**src/rtl/uart_pkg.sv**
```systemverilog
// Shared definitions for the two-port UART transmit arbiter.
// Holds the arbiter FSM state encoding and the default inter-frame gap length.
package uart_pkg;

  // Default number of idle cycles inserted between frames when the gap feature is built in.
  localparam int unsigned GapCyclesDefault = 16;

  typedef enum logic [2:0] {
    StIdle     = 3'd0,
    StLaunch   = 3'd1,
    StWaitBusy = 3'd2,
    StWaitDone = 3'd3,
    StGap      = 3'd4
  } arb_state_e;

endpackage

```
**src/rtl/uart_tx_arb_if.sv**
```systemverilog
// Bundle of the requester handshakes and the transmitter launch port of uart_tx_arb.
//   req0_* / req1_*  : requester byte, valid, one-cycle ready pulse on acceptance
//   uart_tx_busy     : busy flag from the shared transmitter
//   uart_tx_en/data  : one-cycle launch strobe and the byte being launched
//   grant_id         : index of the most recently launched requester
//   arb_idle         : arbiter is waiting for work
// Modport master is the requester/transmitter side, slave is the arbiter.
interface uart_tx_arb_if;
  logic       req0_valid;
  logic [7:0] req0_data;
  logic       req0_ready;
  logic       req1_valid;
  logic [7:0] req1_data;
  logic       req1_ready;
  logic       uart_tx_busy;
  logic       uart_tx_en;
  logic [7:0] uart_tx_data;
  logic       grant_id;
  logic       arb_idle;

  modport master (
    output req0_valid, req0_data, req1_valid, req1_data, uart_tx_busy,
    input  req0_ready, req1_ready, uart_tx_en, uart_tx_data, grant_id, arb_idle
  );

  modport slave (
    input  req0_valid, req0_data, req1_valid, req1_data, uart_tx_busy,
    output req0_ready, req1_ready, uart_tx_en, uart_tx_data, grant_id, arb_idle
  );
endinterface

```
**src/rtl/rr_arb2.sv**
```systemverilog
// Combinational two-way round-robin decision.
//   valid0_i, valid1_i : requests
//   last_grant_i       : index granted last time
//   grant_valid_o      : at least one request is present
//   grant_idx_o        : winning index; on contention the port that did not win last time
module rr_arb2 (
  input  logic valid0_i,
  input  logic valid1_i,
  input  logic last_grant_i,
  output logic grant_valid_o,
  output logic grant_idx_o
);

  always_comb begin
    grant_valid_o = valid0_i | valid1_i;
    if (valid0_i && valid1_i) begin
      grant_idx_o = ~last_grant_i;
    end else begin
      grant_idx_o = valid1_i;
    end
  end

endmodule

```
**src/rtl/uart_tx_arb.sv**
```systemverilog
// Arbitrates two byte requesters onto one shared UART transmitter.
// A winner is picked round-robin in IDLE while the transmitter is free, its byte is
// registered, and a one-cycle launch strobe plus the winner's ready pulse are issued.
// The FSM then follows the transmitter busy flag through the frame.
//   clk, rst_n : clock, asynchronous active-low reset
//   bus        : uart_tx_arb_if slave modport (requesters + transmitter port)
// Optional feature: define UART_TX_GAP_EN to insert GAP_CYCLES idle cycles after each frame.
module uart_tx_arb
  import uart_pkg::*;
#(
  parameter int unsigned GAP_CYCLES = GapCyclesDefault
) (
  input  logic          clk,
  input  logic          rst_n,
  uart_tx_arb_if.slave  bus
);

  if (GAP_CYCLES == 0) begin : g_bad_gap
    $error("GAP_CYCLES must be at least 1");
  end

  arb_state_e state_q, state_d;
  logic [7:0] data_q, data_d;
  logic       grant_q, grant_d;
  logic       win_valid;
  logic       win_idx;

  rr_arb2 u_rr_arb2 (
    .valid0_i      (bus.req0_valid),
    .valid1_i      (bus.req1_valid),
    .last_grant_i  (grant_q),
    .grant_valid_o (win_valid),
    .grant_idx_o   (win_idx)
  );

`ifdef UART_TX_GAP_EN
  localparam logic [15:0] GapLast = 16'(GAP_CYCLES - 1);

  logic [15:0] gap_cnt_q, gap_cnt_d;

  // Counts cycles spent in GAP; cleared everywhere else so every gap starts from zero.
  always_comb begin
    gap_cnt_d = '0;
    if (state_q == StGap && gap_cnt_q != GapLast) begin
      gap_cnt_d = gap_cnt_q + 16'd1;
    end else if (state_q == StGap) begin
      gap_cnt_d = gap_cnt_q;
    end
  end

  always_ff @(posedge clk or negedge rst_n) begin
    if (!rst_n) begin
      gap_cnt_q <= '0;
    end else begin
      gap_cnt_q <= gap_cnt_d;
    end
  end
`endif

  always_comb begin
    state_d = state_q;
    data_d  = data_q;
    grant_d = grant_q;
    unique case (state_q)
      StIdle: begin
        if (!bus.uart_tx_busy && win_valid) begin
          state_d = StLaunch;
          data_d  = win_idx ? bus.req1_data : bus.req0_data;
          grant_d = win_idx;
        end
      end
      StLaunch: state_d = StWaitBusy;
      StWaitBusy: begin
        if (bus.uart_tx_busy) state_d = StWaitDone;
      end
      StWaitDone: begin
        if (!bus.uart_tx_busy) begin
`ifdef UART_TX_GAP_EN
          state_d = StGap;
`else
          state_d = StIdle;
`endif
        end
      end
      StGap: begin
`ifdef UART_TX_GAP_EN
        if (gap_cnt_q == GapLast) state_d = StIdle;
`else
        state_d = StIdle;
`endif
      end
      default: state_d = StIdle;
    endcase
  end

  always_ff @(posedge clk or negedge rst_n) begin
    if (!rst_n) begin
      state_q <= StIdle;
      data_q  <= 8'h00;
      grant_q <= 1'b1;  // so port 0 wins the first contention
    end else begin
      state_q <= state_d;
      data_q  <= data_d;
      grant_q <= grant_d;
    end
  end

  // Outputs decode the registered state only, so reset clears them without waiting for a clock.
  always_comb begin
    bus.uart_tx_en   = (state_q == StLaunch);
    bus.req0_ready   = (state_q == StLaunch) && !grant_q;
    bus.req1_ready   = (state_q == StLaunch) && grant_q;
    bus.uart_tx_data = data_q;
    bus.grant_id     = grant_q;
    bus.arb_idle     = (state_q == StIdle);
  end

endmodule

```
**src/flat_wrapper.sv**
```systemverilog
// flat-port wrapper written by rule: the top's interface ports become plain ports
module uart_tx_arb_flat import uart_pkg::*;
#(
  parameter int unsigned GAP_CYCLES = GapCyclesDefault
)
  (clk, rst_n, bus_req0_valid, bus_req0_data, bus_req1_valid, bus_req1_data, bus_uart_tx_busy, bus_req0_ready, bus_req1_ready, bus_uart_tx_en, bus_uart_tx_data, bus_grant_id, bus_arb_idle);
  uart_tx_arb_if bus_i ();
  input  logic clk;
  input  logic rst_n;
  input wire logic [$bits(bus_i.req0_valid)-1:0] bus_req0_valid;
  input wire logic [$bits(bus_i.req0_data)-1:0] bus_req0_data;
  input wire logic [$bits(bus_i.req1_valid)-1:0] bus_req1_valid;
  input wire logic [$bits(bus_i.req1_data)-1:0] bus_req1_data;
  input wire logic [$bits(bus_i.uart_tx_busy)-1:0] bus_uart_tx_busy;
  output wire logic [$bits(bus_i.req0_ready)-1:0] bus_req0_ready;
  output wire logic [$bits(bus_i.req1_ready)-1:0] bus_req1_ready;
  output wire logic [$bits(bus_i.uart_tx_en)-1:0] bus_uart_tx_en;
  output wire logic [$bits(bus_i.uart_tx_data)-1:0] bus_uart_tx_data;
  output wire logic [$bits(bus_i.grant_id)-1:0] bus_grant_id;
  output wire logic [$bits(bus_i.arb_idle)-1:0] bus_arb_idle;
  assign bus_i.req0_valid = bus_req0_valid;
  assign bus_i.req0_data = bus_req0_data;
  assign bus_i.req1_valid = bus_req1_valid;
  assign bus_i.req1_data = bus_req1_data;
  assign bus_i.uart_tx_busy = bus_uart_tx_busy;
  assign bus_req0_ready = bus_i.req0_ready;
  assign bus_req1_ready = bus_i.req1_ready;
  assign bus_uart_tx_en = bus_i.uart_tx_en;
  assign bus_uart_tx_data = bus_i.uart_tx_data;
  assign bus_grant_id = bus_i.grant_id;
  assign bus_arb_idle = bus_i.arb_idle;
  uart_tx_arb #(.GAP_CYCLES(GAP_CYCLES)) u_core (.clk(clk), .rst_n(rst_n), .bus(bus_i));
endmodule
```
**config.mk**
```make
export PLATFORM = sky130hd
export DESIGN_NAME = uart_tx_arb_flat
export DESIGN_NICKNAME = d
export VERILOG_FILES = /design/src/rtl/uart_pkg.sv /design/src/rtl/uart_tx_arb_if.sv /design/src/rtl/rr_arb2.sv /design/src/rtl/uart_tx_arb.sv /design/src/flat_wrapper.sv
export SDC_FILE = /design/constraint.sdc
export NUM_CORES = 1
export LEC_CHECK = 0
export BUFFER_PORTS_ARGS = -buffer_cell sky130_fd_sc_hd__buf_2
export CAP_MARGIN = 20
export CORE_UTILIZATION = 41
export CTS_CLUSTER_SIZE = 24
export DETAILED_ROUTE_END_ITERATION = 10
export PLACE_DENSITY = 0.75
export SLEW_MARGIN = 20
export SYNTH_ARGS = -nofsm -noshare
export SYNTH_HDL_FRONTEND = slang
export SYNTH_HIERARCHICAL = 1
export SYNTH_SLANG_ARGS = --single-unit
```
**constraint.sdc**
```tcl
create_clock -name clk -period 2 [get_ports clk]
set_clock_uncertainty 0.2 [all_clocks]
set_input_delay 0.4 -clock clk [delete_from_list [all_inputs] [get_ports clk]]
set_output_delay 0.4 -clock clk [all_outputs]
set_load 0.05 [all_outputs]
```
---- After elaboration in Yosys (flattened, before gate mapping) ----
Index checks and enable logic that the tools add are counted.
cells by class
  equal/unequal tests ..................... 6
  muxes and demuxes ....................... 6
  bitwise gates (word level) .............. 2
  reduce and logical (&&, ||, !) cells .... 9
operators by type and width
  kind                                                                     count
  3-bit one-hot mux with 4 select lines                                    1
  3-bit two-way mux                                                        3
  8-bit two-way mux                                                        1
  3-bit by 2-bit equality test with 1-bit output, second input constant    2
  1-bit logical AND                                                        4
  2-bit inequality test, second input constant                             2
  3-bit by 1-bit equality test with 1-bit output, second input constant    1
  3-bit zero test                                                          1
  3-bit AND reduction                                                      1
  1-bit zero test                                                          2
  2-bit by 1-bit inequality test with 1-bit output, second input constant  1
  2-bit AND reduction                                                      1
  1-bit two-way mux                                                        1
  1-bit inverter                                                           1
  1-bit OR                                                                 1
word-level totals
  register bits ........................... 12
  input bits .............................. 21
  output and inout bits ................... 13
  logic and storage cells ................. 26

---- Longest topological paths before layout ----
  word-level depth ........................ 4
  gate-level depth with buffers ........... 6
  depth with buffers taken out ............ 5

---- Cells and area by module ----
The synthesis kept the hierarchy.
modules (own cells, without submodules)
  module       instances  cells each  area each (um^2)  sequential area each (um^2)
  uart_tx_arb  1          54          586.8             276.5
  rr_arb2      1          2           13.8              0.0

---- Worst setup path before layout ----
Ideal clock, no wire load.
  path kind ............................... reg-to-output
  start ................................... reg u_core.state_q[1]
  end ..................................... out bus_req0_ready
  data arrival time ....................... 1.721 ns
  required time ........................... 1.400 ns
  path slack .............................. -0.321 ns
  stages on the path, launching flop included .. 4
  buffers on the path ..................... 0
  cell sequence ........................... dfrtp_1 -> inv_1 -> ha_1 -> nor2b_1
between the ends
  cells in the longest elaborated chain, start to end .. 2
ends and longest elaborated chain
  item                                            line                RTL
  start: declaration                              uart_tx_arb.sv:22   arb_state_e state_q, state_d;
  start signal: assignment                        uart_tx_arb.sv:98   state_q <= StIdle;
  start signal: assignment                        uart_tx_arb.sv:102  state_q <= state_d;
  3-bit by 1-bit equality test with 1-bit output  --
  net bus_uart_tx_en                              flat_wrapper.sv:17  output wire logic [$bits(bus_i.uart_tx_en)-1:0] bus_uart_tx_en;
  1-bit logical AND                               uart_tx_arb.sv:111  bus.req0_ready = (state_q == StLaunch) && !grant_q;
  end: declaration                                flat_wrapper.sv:15  output wire logic [$bits(bus_i.req0_ready)-1:0] bus_req0_ready;
The timed path passes the listed nets, and every way through them passes these cells.

---- Final worst setup path ----
  start ................................... reg u_core.state_q[1]
  end ..................................... out bus_req1_ready
between the ends
  cells in the longest elaborated chain, start to end .. 2
ends and longest elaborated chain
  item                                            line                RTL
  3-bit by 1-bit equality test with 1-bit output  uart_tx_arb.sv:112  bus.req1_ready = (state_q == StLaunch) && grant_q;
  1-bit logical AND                               uart_tx_arb.sv:112
  end: declaration                                flat_wrapper.sv:16  output wire logic [$bits(bus_i.req1_ready)-1:0] bus_req1_ready;
No other way between the ends.

==> summary.md <==
| Metric | Value |
|---|---|
| Status | finished, final reports clean |
| Final ANT Viol Nets | 0 |
| Final Core Density | between 60% and 70% |
| Post-route cell area | between 800 and 900 um2 |
| Initial antenna violation count | 0 |
| Routed WL per cell | between 10 and 15 um |
| Sequential share of power | 27.6% |
| DP Area | ~800 um2 |
| Worst IR Drop VDD | 788 uV |
| Primary FF master, synth | dfrtp_1 |
| Final Worst Setup Slack | 0.0617 ns |
| P&R area growth vs syn | 41.0% |
| Buf/Inv on CP | 2 |
| Final Hold Fails | 0 |
| Fraction of layout cells with a size suffix above 1 | roughly 49% |
| Critical Path Source Type | register |
| Combinational Power Share | between 60% and 70% |
| CTS sink cnt | 11 |
| First-pass DRT Iterations | 4 |
| Max_slew headroom | approximately 84% |
| Hold endpoint | u_core/bus.uart_tx_data[5] |
| Cell Area, Synth | 601 um2 |
| WP depth | 4 |
| Clock Power Share | just over 10% |
| Syn_nets | slightly above 80 |
| Int Pwr | 0.000692 W |
| Via count | ~540 |
| Setup WS pre-CTS | around 0.19 ns |
| First-pass GRT wire length | between 1500 and 2000 um |
| Biggest area consumer among synthesized cells | dfrtp_1 |
| Sw frac | around 53% |
| Crit share post-route | between 90% and 100% |
| Fillers | roughly 120 |
| Die Y | around 40 um |
| Worst Path Class, Setup | register to output pin |
| Post-synth ARST share | 100% |
| Top-area cell type share of the netlist area | about two fifths |
| EDFF count, synth | 0 |
| Fmax | 0.516 GHz |
| Ys Warns | 6 |
| FF-to-FF End | u_core/state_q[1] |
| Worst reg2reg startpoint | u_core/state_q[1] |
| Number of port buffers | 33 |
| FF+latch count, synth | 11 |
| Tot Pwr | between 0.001 and 0.0015 W |
| Max Buffers Root-to-Sink | 2 |
| CTS H-tree lvls | 1 |
| Largest net degree at the start of global routing | 17 |
| R2R Setup Slk | between 0.2 and 0.3 ns |
| Top cells by area, synth | dfrtp_1 (42%), mux2i_1 (15%), ha_1 (8.3%) |
| Initial Util | approximately 45% |
| Die X | around 40 um |
| Top-count cell post-synth | dfrtp_1 |
| Max Fanout on Critical Path | 4 |
| R2R cell count | 5 |
| CP max stage cell | dfrtp_1 |
| CTS Buf Count | 3 |
| GRT overflow | 0 |
| Detailed placement HPWL | just under 1000 um |
| Via density | 4.87 |
| Max-slew violations | 0 |
| CTS tree | built |
| GRT Total Usage | between 10% and 20% |
| Root buffer cell | clkbuf_4 |
| Core Area | ~0.0013 mm2 |
| Hold Path Cell Cnt | 3 |
| NetSw | roughly 0.00077 W |
| Die ar. | around 0.0016 mm2 |
| Detailed-route DRC error count | 0 |
| Skew-Pair Late Insertion Delay | about 0.27 ns |
| Min-delay src | bus_req0_data[5] |
| Worst Path Required | 1.40 ns |
| Power Density | between 1500 and 2000 mW/mm2 |
| Total placed cells including tap cells | around 100 |
| Most frequent cells after synthesis | dfrtp_1 (10), mux2i_1 (9), nand2_1 (8), o21ai_0 (8), ha_1 (4) |
| Worst path max stage delay | about 0.4 ns |
| Worst-Margin Slew | roughly 0.24 ns |
| Routability cong. | 0.792 |
| Min Tclk post-route | ~1.9 ns |
| Ant diodes | 0 |
| Mapped Cells | 56 |
| Vias in the first global route | between 400 and 500 |
| Sequential area share after synthesis | 46.0% |
| Leak | roughly 0.46 nW |
| Final setup vio count | 0 |
| CTS clk-pin slew, worst paths | roughly 0.07 ns |
| Netlist cell types | 19 |
| Worst path top cell family by delay | flip-flops |
| Critical Path End Type | output pin |
| Syn_area_per_cell | around 11 um2 |
| Max-Cap Viols | 0 |
| Row count | 13 |
| Worst Path Arrival | ~1.3 ns |
| Initial DRC count | 2 |
| Fin nets | between 100 and 150 |
| Non-Filler Instances | 110 |
| Routed wire length | around 1200 um |
| # IOs | 34 |
| Critical path cell sequence | inv_1 > ha_1 > and2_2 > buf_4 |
| Hold WC Path Type | input pin to register |
routing by layer:
metal	track usage, %	wire length (um)
met1	21.4	503
met2	31.5	648
met3	10.0	78
met4	7.50	12
met5	0	0
placed cells by master (no fill, tap or decap), types with 3 or more instances in the layout:
cell      instances
o21ai_0           8
mux2i_1           9
buf_4             5
dfrtp_1          10
clkbuf_4          3
nand2_1           8
ha_1              3
buf_2            31
power by group through the flow:
stage / logic (W) / registers, W / clock network (W)
5_1_grt: 0.000983 / 0.000421 / 0.000171
3_5_place_dp: 0.000893 / 0.000411 / 0
2_1_floorplan: 0.000413 / 0.000697 / 0
3_3_place_gp: 0.000879 / 0.000405 / 0
4_1_cts: 0.000905 / 0.000407 / 0.000157
6_report: 0.000910 / 0.000405 / 0.000150
repair_timing:
item / 4_1_cts / 5_1_grt
setup endpoints to repair: 2 / 1
resized for setup: 2 / 0
hold buffers: 1 / 0
endpoints found under the hold margin: 10 / 0
cloned: 0 / 0
buffers inserted: 0 / 1
layout make-up:
| class | count | area (um2) | share of cell area [%] |
|---|---|---|---|
| multi-input combinational | 41 | 315 | 37.2 |
| inverter | 2 | 7.51 | 0.886 |
| sequential | 11 | 277 | 32.6 |
| timing repair buffer | 37 | 203 | 23.9 |
| tap | 15 | 18.8 | 2.22 |
| clock buffer | 4 | 26.3 | 3.10 |
worst max-delay path by stage:
stage	startpoint	to	slack [ns]
floorplan	u_core/state_q[1]	bus_req0_ready	0.04
global placement	bus_req1_valid	u_core/state_q[1]	0.22
detailed placement	bus_req1_valid	u_core/state_q[1]	0.19
CTS	u_core/state_q[1]	bus_req0_ready	0.04
global route	u_core/state_q[1]	bus_req1_ready	-0.003
finish	u_core/state_q[1]	bus_req1_ready	0.06
metrics by stage:
stage,setup TNS (ns),hold WS (ns)
2_1_floorplan,0,-0.0956
3_3_place_gp,0,0.0759
3_5_place_dp,0,0.0748
4_1_cts,0,0.207
5_1_grt,-0.00320,0.247
6_report,0,0.217
worst min-delay path, cell delays in order:
cell     delay (ns)
buf_2          0.08
mux2i_1        0.05
o21ai_0        0.12
registers in the layout, indices dropped and copies added, names as in the netlist:
register and flops:
u_core/bus.grant_id 1, u_core/bus.uart_tx_data 8, u_core/state_q 2
kinds of logic (layout without fill, tap and decap cells):
family	count (synthesis)	after routing	share of synthesized area, %
multiplexers	11	11	18.8
adder cells (fa/ha/maj)	4	4	8.33
AND/OR/NAND/NOR	15	15	12.3
AO/OA/AOI/OAI	11	11	11.3
flip-flops	11	11	46.0
buffers and inverters	4	43	3.33
Power figures use the tool's default switching activity.
